### src/rtl/fetch_queue.sv
// Instruction-fetch front end: issues sequential reads to a 1-cycle synchronous
// instruction RAM, queues returned words with their PCs, and serves them via valid/ready.
module fetch_queue #(
  parameter int ADDR_W   = 11,
  parameter int DATA_W   = 32,
  parameter int DEPTH    = 4,
  parameter int RESET_PC = 0
) (
  input  logic                       clk,
  input  logic                       rst_n,
  output logic                       ram_rd_en,
  output logic [ADDR_W-1:0]          ram_addr1,
  input  logic [DATA_W-1:0]          ram_data1,
  input  logic                       redirect,
  input  logic [ADDR_W-1:0]          redirect_pc,
  output logic                       instr_valid,
  output logic [DATA_W-1:0]          instr_out,
  output logic [ADDR_W-1:0]          instr_pc,
  input  logic                       instr_ready,
  output logic [$clog2(DEPTH)+1-1:0] occupancy
);

  localparam int PW = $clog2(DEPTH);
  localparam int CW = PW + 1;
  localparam int EW = DATA_W + ADDR_W;

  logic [ADDR_W-1:0] fetch_pc_q, fetch_pc_d;
  logic              rd_pending_q, rd_pending_d;
  logic [ADDR_W-1:0] pend_pc_q, pend_pc_d;
  logic              squash_q, squash_d;
  logic [EW-1:0]     mem_q [DEPTH];
  logic [EW-1:0]     mem_d [DEPTH];
  logic [PW-1:0]     wr_ptr_q, wr_ptr_d;
  logic [PW-1:0]     rd_ptr_q, rd_ptr_d;
  logic [CW-1:0]     count_q, count_d;

  logic issue_s;
  logic push_s;
  logic pop_s;

  // Slot accounting counts the in-flight read so a returning word always has room.
  always_comb begin
    issue_s = rst_n & ~redirect &
              (({1'b0, count_q} + (CW+1)'(rd_pending_q)) < (CW+1)'(DEPTH));
    push_s  = rd_pending_q & ~squash_q & ~redirect;
    pop_s   = (count_q != {CW{1'b0}}) & instr_ready & ~redirect;
  end

  always_comb begin
    fetch_pc_d   = fetch_pc_q;
    rd_pending_d = rd_pending_q;
    pend_pc_d    = pend_pc_q;
    squash_d     = squash_q;
    mem_d        = mem_q;
    wr_ptr_d     = wr_ptr_q;
    rd_ptr_d     = rd_ptr_q;
    count_d      = count_q;
    if (redirect) begin
      // Flush wins over any same-cycle return or pop.
      fetch_pc_d   = redirect_pc;
      rd_pending_d = 1'b0;
      squash_d     = rd_pending_q;
      wr_ptr_d     = {PW{1'b0}};
      rd_ptr_d     = {PW{1'b0}};
      count_d      = {CW{1'b0}};
    end else begin
      if (issue_s) begin
        fetch_pc_d   = fetch_pc_q + ADDR_W'(1);
        rd_pending_d = 1'b1;
        pend_pc_d    = fetch_pc_q;
        squash_d     = 1'b0;
      end else begin
        rd_pending_d = 1'b0;
        pend_pc_d    = pend_pc_q;
      end
      if (push_s) begin
        mem_d[wr_ptr_q] = {ram_data1, pend_pc_q};
        wr_ptr_d        = wr_ptr_q + PW'(1);
      end else begin
        wr_ptr_d        = wr_ptr_q;
      end
      if (pop_s) begin
        rd_ptr_d = rd_ptr_q + PW'(1);
      end else begin
        rd_ptr_d = rd_ptr_q;
      end
      count_d = count_q + CW'(push_s) - CW'(pop_s);
    end
  end

  always_ff @(posedge clk) begin
    if (!rst_n) begin
      fetch_pc_q   <= ADDR_W'(RESET_PC);
      rd_pending_q <= 1'b0;
      pend_pc_q    <= {ADDR_W{1'b0}};
      squash_q     <= 1'b0;
      for (int i = 0; i < DEPTH; i++) begin
        mem_q[i] <= {EW{1'b0}};
      end
      wr_ptr_q     <= {PW{1'b0}};
      rd_ptr_q     <= {PW{1'b0}};
      count_q      <= {CW{1'b0}};
    end else begin
      fetch_pc_q   <= fetch_pc_d;
      rd_pending_q <= rd_pending_d;
      pend_pc_q    <= pend_pc_d;
      squash_q     <= squash_d;
      mem_q        <= mem_d;
      wr_ptr_q     <= wr_ptr_d;
      rd_ptr_q     <= rd_ptr_d;
      count_q      <= count_d;
    end
  end

  assign ram_rd_en   = issue_s;
  assign ram_addr1   = fetch_pc_q;
  assign instr_valid = (count_q != {CW{1'b0}});
  assign instr_out   = mem_q[rd_ptr_q][ADDR_W +: DATA_W];
  assign instr_pc    = mem_q[rd_ptr_q][ADDR_W-1:0];
  assign occupancy   = count_q;

endmodule

### config.mk
export PLATFORM = sky130hd
export DESIGN_NAME = fetch_queue
export DESIGN_NICKNAME = d
export VERILOG_FILES = /design/src/rtl/fetch_queue.sv
export SDC_FILE = /design/constraint.sdc
export NUM_CORES = 1
export LEC_CHECK = 0
export ABC_AREA = 1
export CAP_MARGIN = 10
export CORE_MARGIN = 2
export CORE_UTILIZATION = 45
export DETAILED_ROUTE_END_ITERATION = 10
export GPL_TIMING_DRIVEN = 0
export PLACE_DENSITY = 0.65
export SLEW_MARGIN = 0
export SYNTH_ARGS = -nofsm -noshare
export SYNTH_HDL_FRONTEND = slang
export SYNTH_SLANG_ARGS = --single-unit
### constraint.sdc
create_clock -name clk -period 2.9 [get_ports clk]
set_clock_uncertainty 0.15 [all_clocks]
set_input_delay 0.435 -clock clk [delete_from_list [all_inputs] [get_ports clk]]
set_output_delay 0.435 -clock clk [all_outputs]
set_load 0.02 [all_outputs]
# After elaboration in Yosys (flattened, before gate mapping)
# Cells that the tools add are included.
# word_totals
latchBits	0
out_inout_bits	59
elab_cells	49
register_bits	203
ramBits	0
mem_count	0
romBits	0
input_bits	47
# op_classes
addsub	6
mux	11
div	0
n_bitwise	11
reduce_logical	6
shift	0
eq_ne	0
n_mul	0
n_lt_le_gt_ge	4
# op_table
op	count
bitwise mux 172 bit	1
two-way mux 43 bit	3
binary-select mux 43 bit (select 2 bit)	1
demux 43 bit (select 2 bit)	1
two-way mux 11 bit	2
adder 11 x 1 -> 11 bit (second input constant)	1
AND 1 bit	6
greater-or-equal comparator 3 bit (second input constant)	2
NOT 2 -> 3 bit	2
adder 2 x 1 -> 2 bit (second input constant)	2
adder 3 x 1 -> 4 bit	1
< comparator 4 x 3 -> 1 bit (second input constant)	1
AND reduction 2 bit	2
adder 3 x 1 -> 3 bit	1
< comparator 3 x 1 -> 1 bit (second input constant)	1
two-way mux 1 bit	3
NOT 1 bit	3
nonzero test 3 bit	1
subtractor 3 x 1 -> 3 bit	1
nonzero test 2 bit	1
OR reduction 2 bit	1
logical AND 1 bit	1

# Longest topological paths before layout
# Gate-level depths: netlist (run 1).
# logic_depth
depth_word	6
depth_mapped	13
ltp_nobuf	11

# Worst setup path after synthesis (run 1)
# OpenSTA, ideal clock, no wires.
# synth_path
path_type	input port to flip-flop
startpoint	in redirect
endpoint	reg count_q[2] (netlist: occupancy[2])
arrival_time_ns	2.084
stages	13
path_slack_ns	0.552
setup_ns	0.115
path_buffers	2
t_required_ns	2.635
path_cell_list	buf_6 -> clkinv_2 -> nand2_1 -> nor2_4 -> buf_6 -> inv_1 -> ha_1 -> inv_1 -> ha_1 -> inv_1 -> fa_1 -> xnor2_1 -> nor2_1
# synth_between
elab_chain_len	4
elab_cells_between_ends	6
# synth_lines
element	line	source
start: declaration	14	input logic redirect,
NOT 1 bit (no line)	n/a	
AND 1 bit	45	push_s = rd_pending_q & ~squash_q & ~redirect;
adder 3 x 1 -> 3 bit	87	count_d = count_q + CW'(push_s) - CW'(pop_s);
subtractor 3 x 1 -> 3 bit	87	
end signal: assignment	102	count_q <= {CW{1'b0}};
end signal: assignment	111	count_q <= count_d;
end: declaration	35	logic [CW-1:0] count_q, count_d;
# Parallel ways exist; a longest one is shown, timed or not.
# A chain may end at the register's enable or synchronous reset.

# Final worst setup path (run 1)
# layout_path
startpoint	reg rd_ptr_q[0]
endpoint	out instr_out[22]
# layout_between
elab_chain_len	4
# layout_lines
element	line	source
start: declaration	34	logic [PW-1:0] rd_ptr_q, rd_ptr_d;
start signal: assignment	101	rd_ptr_q <= {PW{1'b0}};
start signal: assignment	110	rd_ptr_q <= rd_ptr_d;
NOT 2 -> 3 bit (implied by the code)	118	assign instr_out = mem_q[rd_ptr_q][ADDR_W +: DATA_W];
binary-select mux 43 bit (select 2 bit)	118	
two-way mux 43 bit (2 in series)	n/a	
end: declaration	17	output logic [DATA_W-1:0] instr_out,
# No other way between the ends. The select of a mux whose other input is x is not followed.

==> results of run 1 <==
metal layers:
| layer | wire [microns] | share of wire |
|---|---|---|
| met5 | 0 | 0 |
| met4 | 788 | 0.028 |
| met3 | 2250 | 0.079 |
| met2 | 13000 | 0.46 |
| met1 | 12500 | 0.44 |
state kept, by name, indices dropped and copies added, names as in the netlist:
signal	count
pend_pc_q	11
ram_addr1	11
rd_pending_q	1
squash_q	1
rd_ptr_q	2
mem_q	172
occupancy	3
wr_ptr_q	2
layout make-up:
type | count | area share
Inverter | 27 | 0.00929
Multi-Input combinational cell | 894 | 0.382
Tap cell | 265 | 0.0300
Clock buffer | 33 | 0.0600
Clock inverter | 8 | 0.00623
Sequential cell | 203 | 0.368
Buffer | 108 | 0.0555
Timing Repair Buffer | 104 | 0.0894
timing repair:
action / in CTS / in global routing
pin swaps: 0 / 0
gates resized for setup: 71 / 3
endpoints found under the setup margin: 44 / 3
gates cloned: 0 / 0
cells in the final DEF (no fill, tap or decap), drive strengths merged, types with 8 or more instances in the layout:
| cell | synthesis | layout |
|---|---|---|
| buf | 47 | 47 |
| nor2 | 118 | 118 |
| nand3 | 191 | 191 |
| ha | 8 | 8 |
| inv | 26 | 27 |
| o21ai | 102 | 102 |
| nand2 | 232 | 232 |
| clkdlybuf4s50 | 0 | 60 |
| dfxtp | 203 | 203 |
| dlygate4sd2 | 0 | 40 |
| clkbuf | 61 | 95 |
| a21oi | 186 | 186 |
| o22ai | 43 | 43 |
power by group:
group | total, mW | internal (mW) | switching (mW)
sequential | 2.87 | 2.83 | 0.0430
clock | 2.83 | 1.67 | 1.16
combinational | 0.481 | 0.183 | 0.298
total | 6.19 | 4.69 | 1.50
kinds of logic after synthesis:
kind of cell,after synthesis,synth area share
adders and majority gates,9,0.0134
and+or+nand+nor,546,0.259
DFF,203,0.454
xor gates and xnor gates,4,0.00391
buffers and inverters,135,0.0757
AOI/OAI and AO/OA,335,0.194
path summary, 6_finish.rpt:
check               startpoint            end  slack [ns]  cells past startpoint
setup / recovery   rd_ptr_q[0]  instr_out[22]        0.07                      6
hold / removal        redirect    rd_ptr_q[0]        0.12                      4
setup reg to reg  rd_pending_q   occupancy[2]        0.49                     11
hold reg to reg     mem_q[110]     mem_q[110]        0.31                      2
worst min-delay path: stages:
cell     delay, ns
buf_6         0.12
nor2_4        0.07
o21ai_0       0.07
nor2_1        0.04
metrics by stage:
step                area, sq um  hold WS, ns
CTS                       11000        0.102
global route              11000        0.128
finish                    11000        0.116
floorplan                  8960        0.287
detailed placement        10300        0.299
global placement          10300        0.294
==> run summary, run 1 <==
## Clock network
• 0.51 ns — clock network latency to the later pin of the worst-skew pair
• clkbuf_16 — library cell used as clock root buffer
• yes — clock tree from TritonCTS
• 0.06 ns — clock-pin slew reported for the worst setup and hold paths after clock tree synthesis
• 203 — number of sinks handled by clock tree synthesis
• 0 — # Post-CTS Setup Buffers
• 3 — Bufs on Longest Clock Path
• 1 — H-tree level count
• 0 — cts hold-fix bufs
• 23 — number of buffers added by the clock tree synthesis step

## Timing
• no — unrepaired setup endpoints after global routing
• 0 ns — final setup TNS
• 0 — Final setup violation count
• 2.83 ns — post-route minimum period
• 0 — final-report max-slew violation count
• 0 — final count of hold timing violations
• 0.522 — Max-Slew Margin vs Limit
• 0.0716 ns — Final WS setup
• 354 MHz — Fmax
• 0.717 ns — slew at the pin closest to its max-slew limit
• 0.975 — fraction of the cycle the final worst path needs

## Worst setup path
• output pin — CP endpoint kind
• 10 — crit-path max FO
• buffers and inverters — Top Family by Delay on Critical Path
• 4 — Buffers & Inverters on Critical Path
• flop — startpoint class of the critical path
• buf_2, buf_2, clkbuf_4, nor2_1, o22ai_1, dlygate4sd2_1 — sequence of cells on the critical path
• dlygate4sd2_1 — Critical-path top delay cell
• 2.24 ns — CP arrival
• 2.32 ns — worst path required time
• buf_2 — cell with the most instances on the worst path
• 0.37 ns — max incr delay on CP
• reg2out — startpoint-to-endpoint class of the critical path

## Detailed routing
• 735 — drt first-iter violations
• 9108 — via count
• 17.4 microns — WL per Instance
• 28600 microns — Routed Wire Length
• 5.55 — ratio of routed vias to standard cells
• 0 — final antenna-violating net count
• 0 — DRC Markers
• 5 — iteration count of the initial detailed-routing pass

## Global route
• 0 — total congestion overflow after global routing
• 0 — number of antenna violations at the first check in global routing
• 45100 microns — wire length of the first global-routing pass
• 0.422 — met2 layer usage reported by global route
• met2 — most congested layer reported by global routing
• 8384 — vias in the first global route
• 0.262 — overall track demand over capacity in global routing
• 13 — maximum number of pins on one net before global-route repair
• 0.360 — met1 usage
• 0.0396 — global-route track usage on met3

## Synth
• 0 — number of enable flip-flop cells after synthesis
• 203 — Seq cells post-synth
• dfxtp_1, nand3_1, a21oi_1, nand2_1, o21ai_0 — leading post-synthesis cells by cell area
• dfxtp_1 — cell type with the largest total area after synthesis
• 0.454 — part of the Yosys area used for sequential elements
• 0.454 — proportion of netlist area held by the largest area contributor
• nand2_1, dfxtp_1, nand3_1, a21oi_1, nor2_1 — most used standard cells in the synthesized netlist
• nand2_1 — most frequent cell after synthesis
• 1288 — Mapped Nets
• dfxtp_1 — Synth Flop Type
• 0 — Yosys warning total
• 0 — async set-reset flop share out of synthesis
• 24 — synth unique cells
• 1232 — post-synthesis cell count
• 8960 sq um — cell area after technology mapping
• 7.27 sq um — syn avg cell area

## Placement
• 1601 — placed instance count
• 104 — Port Buffer Count
• 0.856 — gpl congestion
• -0.273 ns — worst-case setup slack after placement
• 18900 microns — HPWL Detailed

## Power
• 0.000349 V — worst-case vdd ir drop
• 4.13 nW — static leakage
• 560 nW/um^2 — power density over the cells
• 6.19 mW — total power

## Layout
• 0.566 — final core utilization
• 23.3% — layout overhead on the synthesized area
• 1417 — net count reported at finish
• 1642 — Cell Count, Final, Fillers Out
• 0 — count of antenna diodes in the layout
• 0.0784 — layout cell share with drive strength beyond 1
• 1971 — number of fill cells
• 4220 sq um — area of the multi-input gates
• 4060 sq um — sequential standard cell area

## Die
• 145 microns — die span in y
• 21100 sq um — die footprint
• 0.459 — starting density of the core
• 145 microns — die extent in x
• 106 — number of top-level pins
• 19500 sq um — Core Area
• 51 — FP Rows

## Run status
• completed — result of the run

## Run
• 0 — count of maximum capacitance violations

## Hold path
• in2reg — type of the worst min-delay path

Note: power is estimated with default switching activity, not from simulation.
==> run 2, diff against run 1 <==
Settings changed: CAP_MARGIN 10 to default.
==> results of run 2 <==
Final layout, timing and power as in run 1 (identical DEF).
